## config.mk

```make
export PLATFORM = sky130hd
export DESIGN_NAME = program_loader
export DESIGN_NICKNAME = d
export VERILOG_FILES = /design/src/rtl/cpu_defs.sv /design/src/rtl/program_loader.sv
export SDC_FILE = /design/constraint.sdc
export NUM_CORES = 1
export LEC_CHECK = 0
export CORE_MARGIN = 1
export CORE_UTILIZATION = 50
export CTS_BUF_LIST = sky130_fd_sc_hd__clkbuf_4 sky130_fd_sc_hd__clkbuf_8
export CTS_CLUSTER_SIZE = 40
export DETAILED_ROUTE_END_ITERATION = 8
export PLACE_DENSITY = 0.75
export RECOVER_POWER = 50
export SYNTH_ARGS = -nofsm -noshare
export SYNTH_HDL_FRONTEND = slang
export SYNTH_SLANG_ARGS = --single-unit
```

## constraint.sdc

```tcl
create_clock -name clk -period 1.7 [get_ports clk]
set_input_delay 0.255 -clock clk [delete_from_list [all_inputs] [get_ports clk]]
set_output_delay 0.255 -clock clk [all_outputs]
set_load 0.01 [all_outputs]
```

## src/rtl/cpu_defs.sv

```systemverilog
`default_nettype none
// ============================================================================
//  Module      : cpu_defs (package)
//  Description : Definitions shared by the cpu, the instruction memory and
//                the boot-time program loader.
//  Revision    : 1.0 - initial release
// ============================================================================
package cpu_defs;

    // Instruction word width; three stream bytes carry one word
    localparam int INSTR_WIDTH  = 18;
    localparam int OPCODE_WIDTH = 4;

    // Loader state encoding
    localparam logic [3:0] LD_IDLE   = 4'd0;
    localparam logic [3:0] LD_LEN_HI = 4'd1;
    localparam logic [3:0] LD_LEN_LO = 4'd2;
    localparam logic [3:0] LD_B0     = 4'd3;
    localparam logic [3:0] LD_B1     = 4'd4;
    localparam logic [3:0] LD_B2     = 4'd5;
    localparam logic [3:0] LD_WRITE  = 4'd6;
    localparam logic [3:0] LD_DONE   = 4'd7;
    localparam logic [3:0] LD_ERR    = 4'd8;

    typedef enum logic [3:0] {
        S_IDLE   = LD_IDLE,
        S_LEN_HI = LD_LEN_HI,
        S_LEN_LO = LD_LEN_LO,
        S_B0     = LD_B0,
        S_B1     = LD_B1,
        S_B2     = LD_B2,
        S_WRITE  = LD_WRITE,
        S_DONE   = LD_DONE,
        S_ERR    = LD_ERR
    } ld_state_t;

endpackage
`default_nettype wire

```

## src/rtl/program_loader.sv

```systemverilog
`default_nettype none
// ============================================================================
//  Module      : program_loader
//  Description : Boot-time loader. Parses a length-prefixed byte stream,
//                assembles 18-bit words and writes them to instruction
//                memory from address 0, holding the cpu in reset until done.
//  Revision    : 1.0 - initial release
// ============================================================================
module program_loader #(
    parameter int INSTR_WIDTH = 18,
    parameter int ADDR_WIDTH  = 8
) (
    input  logic                   clk,
    input  logic                   reset,
    input  logic                   start,
    input  logic                   in_valid,
    input  logic [7:0]             in_byte,
    output logic                   in_ready,
    output logic                   imem_we,
    output logic [ADDR_WIDTH-1:0]  imem_addr,
    output logic [INSTR_WIDTH-1:0] imem_wdata,
    output logic                   cpu_reset,
    output logic                   done,
    output logic                   error
);
    import cpu_defs::*;

    // Largest legal word count: the image may fill the memory exactly
    localparam logic [31:0] MAX_WORDS = 32'd1 << ADDR_WIDTH;

    ld_state_t   state;
    ld_state_t   state_nxt;
    logic [15:0] shift_reg;     // LEN_HI during length parse, B1 during word parse
    logic [1:0]  b0_bits;       // low two bits of B0
    logic [15:0] word_count;    // N
    logic [15:0] word_idx;      // index of the word being assembled
    logic [15:0] len_now;       // N as seen on the LEN_LO beat
    logic        beat;
    logic        start_ok;

    assign beat     = in_valid & in_ready;
    assign len_now  = {shift_reg[7:0], in_byte};
    assign start_ok = start & ((state == S_IDLE) | (state == S_DONE) | (state == S_ERR));

    // State register
    always_ff @(posedge clk) begin
        if (reset) begin
            state <= S_IDLE;
        end else begin
            state <= state_nxt;
        end
    end

    // Next-state decode and state-derived outputs
    always_comb begin
        state_nxt = state;
        in_ready  = 1'b0;
        imem_we   = 1'b0;
        cpu_reset = 1'b1;
        done      = 1'b0;
        error     = 1'b0;
        case (state)
            S_IDLE: begin
                if (start) state_nxt = S_LEN_HI;
            end
            S_LEN_HI: begin
                in_ready = 1'b1;
                if (in_valid) state_nxt = S_LEN_LO;
            end
            S_LEN_LO: begin
                in_ready = 1'b1;
                if (in_valid) begin
                    if (len_now == 16'd0)                 state_nxt = S_DONE;
                    else if (32'(len_now) > MAX_WORDS)    state_nxt = S_ERR;
                    else                                  state_nxt = S_B0;
                end
            end
            S_B0: begin
                in_ready = 1'b1;
                if (in_valid) state_nxt = (in_byte[7:2] != 6'd0) ? S_ERR : S_B1;
            end
            S_B1: begin
                in_ready = 1'b1;
                if (in_valid) state_nxt = S_B2;
            end
            S_B2: begin
                in_ready = 1'b1;
                if (in_valid) state_nxt = S_WRITE;
            end
            S_WRITE: begin
                imem_we   = 1'b1;
                state_nxt = ((word_idx + 16'd1) == word_count) ? S_DONE : S_B0;
            end
            S_DONE: begin
                cpu_reset = 1'b0;
                done      = 1'b1;
                if (start) state_nxt = S_LEN_HI;
            end
            S_ERR: begin
                error = 1'b1;
                if (start) state_nxt = S_LEN_HI;
            end
            default: state_nxt = S_IDLE;
        endcase
    end

    // Byte capture, word assembly, write address/data and word index
    always_ff @(posedge clk) begin
        if (reset) begin
            shift_reg  <= 16'd0;
            b0_bits    <= 2'd0;
            word_count <= 16'd0;
            word_idx   <= 16'd0;
            imem_addr  <= '0;
            imem_wdata <= '0;
        end else begin
            if (start_ok) begin
                word_idx  <= 16'd0;
                imem_addr <= '0;
            end
            if (beat) begin
                case (state)
                    S_LEN_HI: shift_reg  <= {shift_reg[7:0], in_byte};
                    S_LEN_LO: word_count <= len_now;
                    S_B0:     b0_bits    <= in_byte[1:0];
                    S_B1:     shift_reg  <= {shift_reg[7:0], in_byte};
                    S_B2: begin
                        imem_addr  <= word_idx[ADDR_WIDTH-1:0];
                        imem_wdata <= {b0_bits, shift_reg[7:0], in_byte};
                    end
                    default: ;
                endcase
            end
            if (state == S_WRITE) begin
                word_idx <= word_idx + 16'd1;
            end
        end
    end

endmodule
`default_nettype wire

```

==> reports/metrics.yaml, run 1 <==
outcome:
  outcome: "finished, violations left"
  failed_checks: "negative setup slack"
clock_tree:
  clk_root_buffer_cell: "clkbuf_8"
  cts_buffers: 9
  cts_hold_buf: 0
  clock_path_buffers: 2
  clkSlewWorstSetupHoldPaths_ps: 80
  numClockSinks: 72
  clk_latency_ps: 350
  htree_num_levels: 3
  cts_tree: "built"
timing:
  rsz0062_at_grt: "true"
  worst_pin_slew_ps: 456
  skew_ps: 8.74
  fin_crit_sh_pct: 102
  hold_viol_final: 0
  layout_setup_ws_ps: -37.4
  final.min_clock_period_ps: 1740
  setup_viol: 3
  max_freq_mhz: 576
  max_slew_margin_pct: 69.5
  maxSlewViolCount: 0
placement:
  hpwlAfterDp_um: 6750
  portBuffers: 42
  preCtsSetupSlack_ps: -456
  dp.cells: 631
  gp_congestion: 0.843
hold_path:
  hold_class: "in2reg"
  min_from: "reset"
grt:
  antenna_found_initial: 0
  grt_pass1_vias: 3494
  grt_use_total_pct: 28.0
  grt_pass1_wl_um: 16400
  grt_max_degree: 73
  overflow: 0
synthesis:
  syn_nets: 472
  ys_seq_elements: 72
  syn_area_um2: 3650
  synth-main-ff-cell: "dfxtp_1"
  avgSynthCellArea_um2: 7.95
  netlist_instances: 459
  synth_area_leader_cell: "dfxtp_1"
  synthDistinctLibCells: 58
  synth_top_area_share_pct: 39.5
  synth_warnings: 0
  ys_seq_area_share_pct: 39.5
  synthArstFlopShare_pct: 0
  synth_edf_count: 0
  synthTopCellsByArea: "dfxtp_1 39%, nand2_1 9.6%, a21oi_1 7.7%, nor2_1 4.0%, xnor2_1 3.6%"
power_and_ir_drop:
  vdd_drop_max_mv: 0.848
  pwr_density_cell_nw_per_um2: 744
  p_leak_uw: 0.00201
floorplan:
  die_w_um: 87.5
  design.core.area_um2: 6910
  ios: 43
  initial_core_util_pct: 52.9
  fp.dieH_um: 87.5
  dieArea_um2: 7650
  fp-row-count: 30
worst_setup_path:
  required_ps: 1960
  critical_path_class: "reg2reg"
  path_cells: "clkbuf_2, nand2_1, nor4b_2, buf_12, nand2_1, a21oi_1"
  crit_path_max_incr_delay_ps: 460
  crit_path_start_kind: "flop"
  crit_slowest_cell: "nor4b_2"
  crit_family: "simple AND/OR/NAND/NOR gates"
  reg2reg_from: "state[2]"
  crit_path_end_kind: "flop"
  cp_common_cell: "nand2_1"
  crit_start: "state[2]"
  cp.arrival_ps: 2000
  critPathBufInv: 2
  cp_max_fo: 20
drt:
  num_vias: 3715
  ant_nets: 0
  drt-wirelength-per-cell_um: 15.4
  drt_pass1_iterations: 5
  drt-initial-drc-count: 188
  drc: 0
  avgViaCountPerCell: 5.65
  wl_um: 10100
cells_and_area:
  largest_reg_flops: 18
  drive_above_1_share_pct: 25.5
  diodes: 0
  layout_commonest_cell: "nand2_1"
  largest-register: "imem_wdata"
  final_cell_mix: "92 x nand2_1, 71 x buf_4, 59 x dfxtp_1, 54 x a21oi_1, 39 x nor2_1"
  finalNonFillerCells: 657
  nNetsFinal: 569
  top_regs: "imem_wdata x18, word_count x16, word_idx x16"
  areaGrowthSynthToFinish_pct: 35.8
flow_run:
  drv_cap: 0
[worst min-delay path, stage by stage]
cell and delay (ps):
buf_2 150, buf_12 210, nor2_1 120
[final cells by class]
type                       instances  area, um^2
sequential                        72        1470
multi-input combinational        342        2070
tap                               96         120
fill                             562        1950
clock buffer                       9         124
timing repair buffer             125        1060
clock inverter                     7        95.1
inverter                           6        22.5
[cell families (layout without fill, tap and decap cells)]
family	after synthesis	in the layout	share of synthesized area (%)
simple gates	201	201	27.8
xor+xnor	25	25	6.00
mux	13	13	3.60
flops	72	72	39.5
compound gates	102	102	16.7
fa+ha+maj	1	1	0.343
buf+inv	45	147	6.03
[timing repair]
item | 4_1_cts | 5_1_grt
pin swaps | 10 | 7
resized for setup | 38 | 20
setup endpoints to repair | 20 | 34
buffers inserted | 6 | 4
[per-stage QoR]
stage,util [%],total power [uW],hold slack [ps],setup TNS [ps],instance area [um^2]
floorplan,-,1990,391,-64.4,3680
global placement,66.3,2170,441,-3400,4580
detailed placement,66.3,2180,447,-4290,4580
CTS,71.2,3690,413,-45.0,4920
global route,71.8,3820,438,-1070,4960
finish,71.8,3690,429,-62.6,4960
[power by group]
group	switching (uW)	internal, uW	total, uW
Clock	684	828	1510
Combinational	242	207	448
Sequential	27.2	1700	1730
[synthesized netlist by cell type, types with 4 or more instances]
| cell | instances |
|---|---|
| xor2_1 | 10 |
| a21oi_1 | 56 |
| xnor2_1 | 15 |
| buf_2 | 17 |
| nor3_1 | 9 |
| a22oi_1 | 10 |
| dfxtp_1 | 72 |
| nand3_1 | 11 |
| inv_1 | 6 |
| nor4_1 | 5 |
| nand2b_1 | 6 |
| mux2i_1 | 12 |
| o21ai_0 | 11 |
| or3_1 | 6 |
| buf_4 | 8 |
| nor2_1 | 39 |
| a31oi_1 | 4 |
| nand2_1 | 93 |
| clkbuf_1 | 13 |
| nand4_1 | 5 |
[metal layers]
layer / wire [um] / GRT usage, % / share of wire (%) / vias to the layer above
met1: 4230 / 33.2 / 42 / 1761
li1: - / - / - / 1773
met4: 271 / 10.7 / 2.7 / 0
met3: 724 / 6.64 / 7.1 / 24
met5: 0 / 0 / 0 / -
met2: 4920 / 48.6 / 48 / 157
[worst paths after layout]
kind                                  endpoint  slack (ps)  cells past startpoint
worst max-delay path            imem_wdata[14]         -40                      6
worst min-delay path               word_idx[9]         430                      3
worst max register to register  imem_wdata[14]         -40                      6
worst min register to register   imem_wdata[8]         450                      2
Note: power is estimated with default switching activity, not from simulation.
==> run 2, diff against run 1 <==
CAP_MARGIN = 10   (was default)
==> results of run 2 <==
No change in the layout: final DEF, timing and power equal those of run 1.
